===== src/rtl/mem_pipe_pkg.sv =====
// Shared encodings and default-width entry type for the EX->MEM pipeline boundary.
package mem_pipe_pkg;

  localparam int PC_W_DEF       = 30;
  localparam int DATA_W_DEF     = 32;
  localparam int REG_ADDR_W_DEF = 5;
  localparam int CTRL_W_DEF     = 2;
  localparam int EXP_W_DEF      = 3;

  localparam logic [1:0] CTRL_OP_NOP        = 2'd0;
  localparam logic [2:0] ISA_EXP_NO_EXP     = 3'h0;
  localparam logic [2:0] ISA_EXP_MISS_ALIGN = 3'h4;

  typedef enum logic [1:0] {
    ST_EMPTY = 2'b00,
    ST_ONE   = 2'b01,
    ST_FULL  = 2'b11
  } state_t;

  typedef struct packed {
    logic [PC_W_DEF-1:0]       pc;
    logic                      en;
    logic                      br_flag;
    logic [CTRL_W_DEF-1:0]     ctrl_op;
    logic [REG_ADDR_W_DEF-1:0] dst_addr;
    logic                      gpr_we_;
    logic [EXP_W_DEF-1:0]      exp_code;
    logic [DATA_W_DEF-1:0]     out;
  } mem_entry_t;

  // A bubble is a dead slot: no GPR write (gpr_we_ is active-low) and no exception.
  function automatic mem_entry_t mem_bubble();
    mem_entry_t b;
    b          = '0;
    b.ctrl_op  = CTRL_OP_NOP;
    b.gpr_we_  = 1'b1;
    b.exp_code = ISA_EXP_NO_EXP;
    return b;
  endfunction

endpackage


===== src/rtl/mem_pipe_buf_if.sv =====
// EX->MEM handshake bundle: upstream valid/ready with EX fields, downstream valid/ready with MEM fields.
interface mem_pipe_buf_if #(
  parameter int PC_W       = 30,
  parameter int DATA_W     = 32,
  parameter int REG_ADDR_W = 5,
  parameter int CTRL_W     = 2,
  parameter int EXP_W      = 3
);
  logic                  up_valid;
  logic                  up_ready;
  logic [PC_W-1:0]       ex_pc;
  logic                  ex_en;
  logic                  ex_br_flag;
  logic [CTRL_W-1:0]     ex_ctrl_op;
  logic [REG_ADDR_W-1:0] ex_dst_addr;
  logic                  ex_gpr_we_;
  logic [EXP_W-1:0]      ex_exp_code;
  logic [DATA_W-1:0]     ex_out;
  logic                  miss_align;
  logic                  flush;
  logic                  dn_valid;
  logic                  dn_ready;
  logic [PC_W-1:0]       mem_pc;
  logic                  mem_en;
  logic                  mem_br_flag;
  logic [CTRL_W-1:0]     mem_ctrl_op;
  logic [REG_ADDR_W-1:0] mem_dst_addr;
  logic                  mem_gpr_we_;
  logic [EXP_W-1:0]      mem_exp_code;
  logic [DATA_W-1:0]     mem_out;

  modport master (
    output up_valid, ex_pc, ex_en, ex_br_flag, ex_ctrl_op, ex_dst_addr, ex_gpr_we_,
           ex_exp_code, ex_out, miss_align, flush, dn_ready,
    input  up_ready, dn_valid, mem_pc, mem_en, mem_br_flag, mem_ctrl_op, mem_dst_addr,
           mem_gpr_we_, mem_exp_code, mem_out
  );

  modport slave (
    input  up_valid, ex_pc, ex_en, ex_br_flag, ex_ctrl_op, ex_dst_addr, ex_gpr_we_,
           ex_exp_code, ex_out, miss_align, flush, dn_ready,
    output up_ready, dn_valid, mem_pc, mem_en, mem_br_flag, mem_ctrl_op, mem_dst_addr,
           mem_gpr_we_, mem_exp_code, mem_out
  );
endinterface


===== src/rtl/mem_pipe_entry_reg.sv =====
// One pipeline entry slot; clear forces the bubble value and wins over load.
module mem_pipe_entry_reg #(
  parameter int               WIDTH       = 8,
  parameter logic [WIDTH-1:0] CLEAR_VALUE = '0
) (
  input  logic             clk,
  input  logic             reset,
  input  logic             load,
  input  logic             clear,
  input  logic [WIDTH-1:0] d,
  output logic [WIDTH-1:0] q
);

  always_ff @(posedge clk or posedge reset) begin
    if (reset) begin
      q <= CLEAR_VALUE;
    end else if (clear) begin
      q <= CLEAR_VALUE;
    end else if (load) begin
      q <= d;
    end
  end

endmodule


===== src/rtl/mem_pipe_buf.sv =====
// EX->MEM boundary with a 2-entry skid buffer; ready/valid are registered so EX and MEM stall independently.
module mem_pipe_buf
  import mem_pipe_pkg::*;
#(
  parameter int PC_W       = 30,
  parameter int DATA_W     = 32,
  parameter int REG_ADDR_W = 5,
  parameter int CTRL_W     = 2,
  parameter int EXP_W      = 3
) (
  input logic           clk,
  input logic           reset,
  mem_pipe_buf_if.slave bus
);

  typedef struct packed {
    logic [PC_W-1:0]       pc;
    logic                  en;
    logic                  br_flag;
    logic [CTRL_W-1:0]     ctrl_op;
    logic [REG_ADDR_W-1:0] dst_addr;
    logic                  gpr_we_;
    logic [EXP_W-1:0]      exp_code;
    logic [DATA_W-1:0]     out;
  } entry_t;

  localparam int     ENTRY_W = $bits(entry_t);
  localparam entry_t BUBBLE  = '{pc: '0, en: 1'b0, br_flag: 1'b0,
                                 ctrl_op: CTRL_W'(CTRL_OP_NOP), dst_addr: '0, gpr_we_: 1'b1,
                                 exp_code: EXP_W'(ISA_EXP_NO_EXP), out: '0};

  state_t state, state_next;
  logic   up_ready_q, dn_valid_q;
  logic   accept, pop;
  entry_t capture, head_d, head_q, skid_q;
  logic   head_load, head_clear, skid_load, skid_clear;

  assign accept = bus.up_valid & up_ready_q;
  assign pop    = dn_valid_q & bus.dn_ready;

  // Handshake flags are flopped from the next state so neither ready nor valid is combinational.
  always_ff @(posedge clk or posedge reset) begin
    if (reset) begin
      state      <= ST_EMPTY;
      up_ready_q <= 1'b1;
      dn_valid_q <= 1'b0;
    end else begin
      state      <= state_next;
      up_ready_q <= (state_next != ST_FULL);
      dn_valid_q <= (state_next != ST_EMPTY);
    end
  end

  always_comb begin
    state_next = state;
    case (state)
      ST_EMPTY: if (accept) state_next = ST_ONE;
      ST_ONE: begin
        if (accept && !pop) state_next = ST_FULL;
        else if (pop && !accept) state_next = ST_EMPTY;
      end
      ST_FULL:  if (pop) state_next = ST_ONE;
      default:  state_next = ST_EMPTY;
    endcase
    if (bus.flush) state_next = ST_EMPTY;
  end

  // Misaligned accesses keep their pc/en/br_flag so the exception can be attributed, everything else dies.
  always_comb begin
    capture = '{pc: bus.ex_pc, en: bus.ex_en, br_flag: bus.ex_br_flag,
                ctrl_op: bus.ex_ctrl_op, dst_addr: bus.ex_dst_addr, gpr_we_: bus.ex_gpr_we_,
                exp_code: bus.ex_exp_code, out: bus.ex_out};
    if (bus.miss_align) begin
      capture.ctrl_op  = CTRL_W'(CTRL_OP_NOP);
      capture.dst_addr = '0;
      capture.gpr_we_  = 1'b1;
      capture.exp_code = EXP_W'(ISA_EXP_MISS_ALIGN);
      capture.out      = '0;
    end
  end

  always_comb begin
    head_load  = 1'b0;
    head_clear = 1'b0;
    skid_load  = 1'b0;
    skid_clear = 1'b0;
    head_d     = (state == ST_FULL) ? skid_q : capture;
    if (bus.flush) begin
      head_clear = 1'b1;
      skid_clear = 1'b1;
    end else begin
      case (state)
        ST_EMPTY: head_load = accept;
        ST_ONE: begin
          if (accept && pop) head_load = 1'b1;
          else if (accept) skid_load = 1'b1;
          else if (pop) head_clear = 1'b1;
        end
        ST_FULL: begin
          head_load  = pop;
          skid_clear = pop;
        end
        default: begin
          head_clear = 1'b1;
          skid_clear = 1'b1;
        end
      endcase
    end
  end

  mem_pipe_entry_reg #(.WIDTH(ENTRY_W), .CLEAR_VALUE(BUBBLE)) u_head (
    .clk   (clk),
    .reset (reset),
    .load  (head_load),
    .clear (head_clear),
    .d     (head_d),
    .q     (head_q)
  );

  mem_pipe_entry_reg #(.WIDTH(ENTRY_W), .CLEAR_VALUE(BUBBLE)) u_skid (
    .clk   (clk),
    .reset (reset),
    .load  (skid_load),
    .clear (skid_clear),
    .d     (capture),
    .q     (skid_q)
  );

  assign bus.up_ready     = up_ready_q;
  assign bus.dn_valid     = dn_valid_q;
  assign bus.mem_pc       = head_q.pc;
  assign bus.mem_en       = head_q.en;
  assign bus.mem_br_flag  = head_q.br_flag;
  assign bus.mem_ctrl_op  = head_q.ctrl_op;
  assign bus.mem_dst_addr = head_q.dst_addr;
  assign bus.mem_gpr_we_  = head_q.gpr_we_;
  assign bus.mem_exp_code = head_q.exp_code;
  assign bus.mem_out      = head_q.out;

endmodule


===== src/flat_wrapper.sv =====
// flat-port wrapper written by rule: the top's interface ports become plain ports
module mem_pipe_buf_flat import mem_pipe_pkg::*;
#(
  parameter int PC_W       = 30,
  parameter int DATA_W     = 32,
  parameter int REG_ADDR_W = 5,
  parameter int CTRL_W     = 2,
  parameter int EXP_W      = 3
)
  (clk, reset, bus_up_valid, bus_ex_pc, bus_ex_en, bus_ex_br_flag, bus_ex_ctrl_op, bus_ex_dst_addr, bus_ex_gpr_we_, bus_ex_exp_code, bus_ex_out, bus_miss_align, bus_flush, bus_dn_ready, bus_up_ready, bus_dn_valid, bus_mem_pc, bus_mem_en, bus_mem_br_flag, bus_mem_ctrl_op, bus_mem_dst_addr, bus_mem_gpr_we_, bus_mem_exp_code, bus_mem_out);
  mem_pipe_buf_if #(.PC_W(PC_W), .DATA_W(DATA_W), .REG_ADDR_W(REG_ADDR_W), .CTRL_W(CTRL_W), .EXP_W(EXP_W)) bus_i ();
  input logic clk;
  input logic reset;
  input wire logic [$bits(bus_i.up_valid)-1:0] bus_up_valid;
  input wire logic [$bits(bus_i.ex_pc)-1:0] bus_ex_pc;
  input wire logic [$bits(bus_i.ex_en)-1:0] bus_ex_en;
  input wire logic [$bits(bus_i.ex_br_flag)-1:0] bus_ex_br_flag;
  input wire logic [$bits(bus_i.ex_ctrl_op)-1:0] bus_ex_ctrl_op;
  input wire logic [$bits(bus_i.ex_dst_addr)-1:0] bus_ex_dst_addr;
  input wire logic [$bits(bus_i.ex_gpr_we_)-1:0] bus_ex_gpr_we_;
  input wire logic [$bits(bus_i.ex_exp_code)-1:0] bus_ex_exp_code;
  input wire logic [$bits(bus_i.ex_out)-1:0] bus_ex_out;
  input wire logic [$bits(bus_i.miss_align)-1:0] bus_miss_align;
  input wire logic [$bits(bus_i.flush)-1:0] bus_flush;
  input wire logic [$bits(bus_i.dn_ready)-1:0] bus_dn_ready;
  output wire logic [$bits(bus_i.up_ready)-1:0] bus_up_ready;
  output wire logic [$bits(bus_i.dn_valid)-1:0] bus_dn_valid;
  output wire logic [$bits(bus_i.mem_pc)-1:0] bus_mem_pc;
  output wire logic [$bits(bus_i.mem_en)-1:0] bus_mem_en;
  output wire logic [$bits(bus_i.mem_br_flag)-1:0] bus_mem_br_flag;
  output wire logic [$bits(bus_i.mem_ctrl_op)-1:0] bus_mem_ctrl_op;
  output wire logic [$bits(bus_i.mem_dst_addr)-1:0] bus_mem_dst_addr;
  output wire logic [$bits(bus_i.mem_gpr_we_)-1:0] bus_mem_gpr_we_;
  output wire logic [$bits(bus_i.mem_exp_code)-1:0] bus_mem_exp_code;
  output wire logic [$bits(bus_i.mem_out)-1:0] bus_mem_out;
  assign bus_i.up_valid = bus_up_valid;
  assign bus_i.ex_pc = bus_ex_pc;
  assign bus_i.ex_en = bus_ex_en;
  assign bus_i.ex_br_flag = bus_ex_br_flag;
  assign bus_i.ex_ctrl_op = bus_ex_ctrl_op;
  assign bus_i.ex_dst_addr = bus_ex_dst_addr;
  assign bus_i.ex_gpr_we_ = bus_ex_gpr_we_;
  assign bus_i.ex_exp_code = bus_ex_exp_code;
  assign bus_i.ex_out = bus_ex_out;
  assign bus_i.miss_align = bus_miss_align;
  assign bus_i.flush = bus_flush;
  assign bus_i.dn_ready = bus_dn_ready;
  assign bus_up_ready = bus_i.up_ready;
  assign bus_dn_valid = bus_i.dn_valid;
  assign bus_mem_pc = bus_i.mem_pc;
  assign bus_mem_en = bus_i.mem_en;
  assign bus_mem_br_flag = bus_i.mem_br_flag;
  assign bus_mem_ctrl_op = bus_i.mem_ctrl_op;
  assign bus_mem_dst_addr = bus_i.mem_dst_addr;
  assign bus_mem_gpr_we_ = bus_i.mem_gpr_we_;
  assign bus_mem_exp_code = bus_i.mem_exp_code;
  assign bus_mem_out = bus_i.mem_out;
  mem_pipe_buf #(.PC_W(PC_W), .DATA_W(DATA_W), .REG_ADDR_W(REG_ADDR_W), .CTRL_W(CTRL_W), .EXP_W(EXP_W)) u_core (.clk(clk), .reset(reset), .bus(bus_i));
endmodule

===== config.mk =====
export PLATFORM = sky130hd
export DESIGN_NAME = mem_pipe_buf_flat
export DESIGN_NICKNAME = d
export VERILOG_FILES = /design/src/rtl/mem_pipe_pkg.sv /design/src/rtl/mem_pipe_buf_if.sv /design/src/rtl/mem_pipe_entry_reg.sv /design/src/rtl/mem_pipe_buf.sv /design/src/flat_wrapper.sv
export SDC_FILE = /design/constraint.sdc
export NUM_CORES = 1
export LEC_CHECK = 0
export CAP_MARGIN = 20
export CORE_MARGIN = 1.5
export CORE_UTILIZATION = 46
export DETAILED_ROUTE_END_ITERATION = 16
export PLACE_DENSITY = 0.77
export SLEW_MARGIN = 20
export SYNTH_ARGS = -nofsm -noshare
export SYNTH_HDL_FRONTEND = slang
export SYNTH_SLANG_ARGS = --single-unit

===== constraint.sdc =====
create_clock -name clk -period 5.2 [get_ports clk]
set_input_delay 0.78 -clock clk [delete_from_list [all_inputs] [get_ports clk]]
set_output_delay 0.78 -clock clk [all_outputs]
set_load 0.02 [all_outputs]

# Word-level counts from Yosys, hierarchy flattened
# Cells that the tools add are included.
# totals
in_bits	81
register_bits	154
output_inout_bits	77
wordCells	47
# classes
n_reduce_logical	11
n_bitwise	2
muxes	26
n_eq_ne	3
# ops
cell	count
two-way mux 75 bit	5
two-way mux 43 bit	1
two-way mux 1 bit	11
two-way mux 2 bit	5
case mux 2 bit (3 select lines)	1
nonzero test 2 bit	3
case mux 1 bit (2 select lines)	2
OR reduction 2 bit	2
logical AND 1 bit	3
case mux 1 bit (3 select lines)	1
bitwise AND 1 bit	2
== test 2 x 1 -> 1 bit, second input constant	1
== test 2 bit, second input constant	1
logical NOT 1 bit	2
logical NOT 2 bit	1
!= test 2 bit, second input constant	1

# Depth between registers and ports, before layout
# depth
depth_word	8
ltp_mapped	8
depth_no_buf	6

# Hierarchy
# A second synthesis with hierarchy kept.
# unflattened
cells_unflattened	657
hier_area_um2	7731.2
# by_module_without_submodules
mod	cells_each	area_per_inst_um2	n_inst	seq_area_each_um2
mem_pipe_entry_reg	243	3098.0	2	1878.1
mem_pipe_buf	171	1535.2	1	101.3

# Least setup slack after synthesis
# No wires, ideal clock.
# synth_path
kind	input-to-reg
from	in bus_up_valid
to	reg u_core.u_head.q[66]
setup_ns	0.078
t_arrival_ns	2.180
path_buffers	2
path_slack_ns	2.942
t_required_ns	5.122
cell_stages	6
cell_sequence	and2_1 a311o_1 a2111oi_4 buf_4 buf_4 o2bb2ai_1
# synth_between
elab_chain_len	6
elab_cells_between_ends	11
cone_classes	8 x mux; 1 x bitwise; 2 x reduce/logical
# synth_rtl
element	line_no	source
start: declaration	flat_wrapper.sv:14	input wire logic [$bits(bus_i.up_valid)-1:0] bus_up_valid;
bitwise AND 1 bit *	mem_pipe_buf.sv:38	assign accept = bus.up_valid & up_ready_q;
two-way mux 1 bit / logical AND 1 bit (equally long branches)	mem_pipe_buf.sv:96, mem_pipe_buf.sv:95	
two-way mux 1 bit	mem_pipe_buf.sv:95	if (accept && pop) head_load = 1'b1;
case mux 1 bit (2 select lines) / case mux 1 bit (3 select lines) (equally long branches)	mem_pipe_buf.sv:92	case (state)
two-way mux 1 bit	mem_pipe_buf.sv:88	if (bus.flush) begin
two-way mux 75 bit / nonzero test 2 bit (equally long branches)	n/a	
end signal: assignment	mem_pipe_entry_reg.sv:16	q <= CLEAR_VALUE;
end signal: assignment	mem_pipe_entry_reg.sv:18	q <= CLEAR_VALUE;
end signal: assignment	mem_pipe_entry_reg.sv:20	q <= d;
end: declaration	mem_pipe_entry_reg.sv:11	output logic [WIDTH-1:0] q
# Every way passes the cells marked *; elsewhere a longest branch is shown, timed or not.
# A chain may end at the register's enable or synchronous reset.

# Worst setup path in the final report
# layout_path
from	reg u_core.state[1]
to	reg u_core.u_head.q[13]
# layout_between
elab_chain_len	5
elab_cells_between_ends	12
cone_classes	2 x eq/ne; 7 x mux; 3 x reduce/logical
# layout_rtl
element	line_no	source
start: declaration	mem_pipe_buf.sv:32	state_t state, state_next;
start signal: assignment	mem_pipe_buf.sv:48	state <= state_next;
== test 2 bit / logical NOT 2 bit (equally long branches)	mem_pipe_buf.sv:87, mem_pipe_buf.sv:92	
OR reduction 2 bit (no source line)	n/a	
case mux 1 bit (2 select lines)	mem_pipe_buf.sv:92	
two-way mux 1 bit	mem_pipe_buf.sv:88	
two-way mux 75 bit / nonzero test 2 bit (equally long branches)	n/a	
# Several ways; a longest one is shown, not always the timed one. The select of a mux whose other input is x is not followed.

==> results.toml <==
[routing]
drt_iter0_drc = 448
wl_met1_um = 8141
via_count = 5777
routed-wl-met2_um = 9066
viasPerCell = 5.806
highest_layer = "met4"
wl_per_cell_um = 18.49
drt_first_pass_iters = 7
ant_nets = 0
wl_met3_um = 687
wl_um = 18400
remaining_drc_errors = 0

[cells_and_area]
regArea_um2 = 3857
diodes = 0
multi_input_area_um2 = 2953
final_cell_mix = "clkdlybuf4s50_1 (156), dfrtp_1 (151), a21oi_1 (117), nand2_1 (109), o2bb2ai_1 (64)"
drive_gt1_share_pct = 7.559
instances_no_fill = 995
fin_nets = 880
syn2layout_area_growth_pct = 31.44
fillerInstances = 1189
final_common_cell = "clkdlybuf4s50_1"

[global_routing]
grt-ovfl-total = 0
grtUsageTotal_pct = 23.66
grt_max_degree = 86
grt_pass1_vias = 5980
grt_pass1_wl_um = 30150
antenna_found_initial = 0

[setup_path]
critPathKind = "register to register"
crit_arrival_ps = 3240
path_cells = "ha_4 > and3_1 > a311o_1 > or4b_4 > o2bb2ai_1"
worstPathMaxFanout = 75
required_ps = 5520
cpPeakStageDelay_ps = 900
ff2ff_path_depth = 5
reg2reg_to = "u_core.u_head.q[13]"
r2r_start = "u_core.state[1]"
reg2reg_slack_ps = 2280
endpoint_kind = "register"
cp-start-kind = "register"
crit_path_end = "u_core.u_head.q[13]"
path_depth = 5
path_buf_inv = 0
crit_family = "simple AND/OR/NAND/NOR gates"
critPathSlowestCell = "or4b_4"
crit_start = "u_core.state[1]"

[clock_tree]
cts_made_buffers = 17
clockRootBuffer = "clkbuf_16"
h-tree-depth = 4
ctsResizeCount = 0
cts_tree = "built"
cts.sinks = 154
clk-insertion-delay-late_ps = 420
cts_setup_buffers = 0
cts_buffer_depth = 2
cts_hold_buf = 0
clk_pin_slew_ps = 60

[placed_design]
gp_routability_congestion = 0.7949
io_buffer_count = 157
placed_cells = 963
pre_cts_slack_ps = 1956
place_hpwl_um = 11250

[logic_synthesis]
yosys.area.top_type = "dfrtp_1"
ys_warn_count = 0
yosys_register_bits = 154
syn_area_um2 = 7088
synthTopCellsByArea = "dfrtp_1 (53%), a21oi_1 (8.3%), o2bb2ai_1 (7.9%)"
yosysUniqueCellTypes = 37
synth_area_per_cell_um2 = 10.53
yosys.area.top_type_share_pct = 53.31
ys_seq_area_share_pct = 54.42
synth_fp_nets = 759
synth_cells = 673

[timing]
rsz0062_at_grt = "no"
tns_ps = 0
slew_violations = 0
fin_crit_sh_pct = 56.13
setup_viol = 0
tightest_slew_ps = 1027
skew_ps = 5.613
fin_ws_ps = 2281
fin_crit_ps = 2919
hold_viol = 0
whs_ps = 480.0
clock.fmax_ghz = 0.3426
relSlewSlack_pct = 31.56

[power]
p_seq_share_pct = 38.5
netSwitchingFraction_pct = 32.89
peakVddDrop_uv = 279.7
clkPwrFrac_pct = 32.7
power_density_nw_per_um2 = 417.1
switchingPower_mw = 1.278
p_leak_nw = 3.672
p_int_mw = 2.608
p_comb_share_pct = 28.8

[floorplan]
start_util_pct = 46.80
core_um2 = 15150
die_h_um = 127.1
pin_count = 158
rows = 45
dieArea_um2 = 16160
die_w_um = 127.1

[hold_path]
whs_path_depth = 2
hp-class = "register to register"

[outcome]
status = "complete, no violations"

[run]
cap_violations = 0
## cells by family (layout without fill, tap and decap cells)
logic type                 count (synthesis)  after routing  share of synthesized area (%)
muxes                                     32             32                          4.519
adders and majority gates                  7              7                          1.165
and+or+nand+nor                          210            210                          16.05
DFF                                      154            154                          54.42
buffers and inverters                     69            203                          4.201
AOI/OAI and AO/OA                        201            201                          19.65
## synthesized netlist by cell type (all sizes together)
cell type / instances
a311o: 1
a2111oi: 1
inv: 6
and2: 2
ha: 5
a21o: 1
nor2b: 1
o2bb2ai: 74
and3: 4
a211oi: 1
a22oi: 1
o22ai: 1
dfrtp: 151
or2: 1
a22o: 1
nand3: 1
maj3: 2
nor2: 5
o21ai: 1
nand3b: 42
mux2i: 32
nor3b: 41
a2bb2oi: 1
dfstp: 3
or3: 1
o21bai: 1
clkbuf: 51
a21oi: 117
nor3: 1
buf: 12
nand2: 109
nand2b: 1
or4b: 1
## stage by stage
stage	util, %	instance area [um^2]	power (mW)
6_report	61.51	9316	3.886
5_1_grt	61.51	9316	4.072
3_5_place_dp	57.46	8702	2.630
2_1_floorplan	-	7088	2.183
4_1_cts	61.51	9316	3.914
3_3_place_gp	57.44	8700	2.592
## routing by layer
metal | vias up | global-route usage [%]
met4 | 0 | 12.03
met1 | 2928 | 30.89
li1 | 2635 | -
met5 | - | 0
met3 | 36 | 3.601
met2 | 178 | 38.62
## flip-flops by register name (all words and copies together), names as in the netlist
name / cells
u_core.u_head.q: 75
u_core.u_skid.q: 75
u_core.state: 2
u_core.bus.dn_valid: 1
u_core.bus.up_ready: 1
## worst min path at each step
stage,start,end,slack [ps]
6_report,u_core.u_head.q[35],u_core.u_head.q[35],480
3_3_place_gp,u_core.u_head.q[35],u_core.u_head.q[35],470
3_5_place_dp,u_core.u_head.q[35],u_core.u_head.q[35],470
2_1_floorplan,u_core.u_skid.q[35],u_core.u_skid.q[35],470
5_1_grt,u_core.u_head.q[26],u_core.u_head.q[26],500
4_1_cts,u_core.u_head.q[35],u_core.u_head.q[35],480
## power groups by stage
stage               sequential [mW]  clock [mW]  combinational, mW
CTS                            1.49        1.30               1.12
finish                         1.49        1.27               1.12
global route                   1.51        1.35               1.21
floorplan                      1.62           0              0.564
global placement               1.50           0               1.09
detailed placement             1.51           0               1.12
## area by class of cell
type	count	area share [%]
clock buffers	21	5.050
clock inverters	11	1.544
inverters	6	0.2955
multi-input cells	450	31.69
flip-flops and latches	154	41.40
well taps	188	2.525
repair buffers	165	17.49
## worst reg2reg max path: stages (launching register included)
cell	delay, ps
dfrtp_1	490
ha_4	610
and3_1	280
a311o_1	210
or4b_4	910
o2bb2ai_1	330
(Power assumes the default switching activity.)
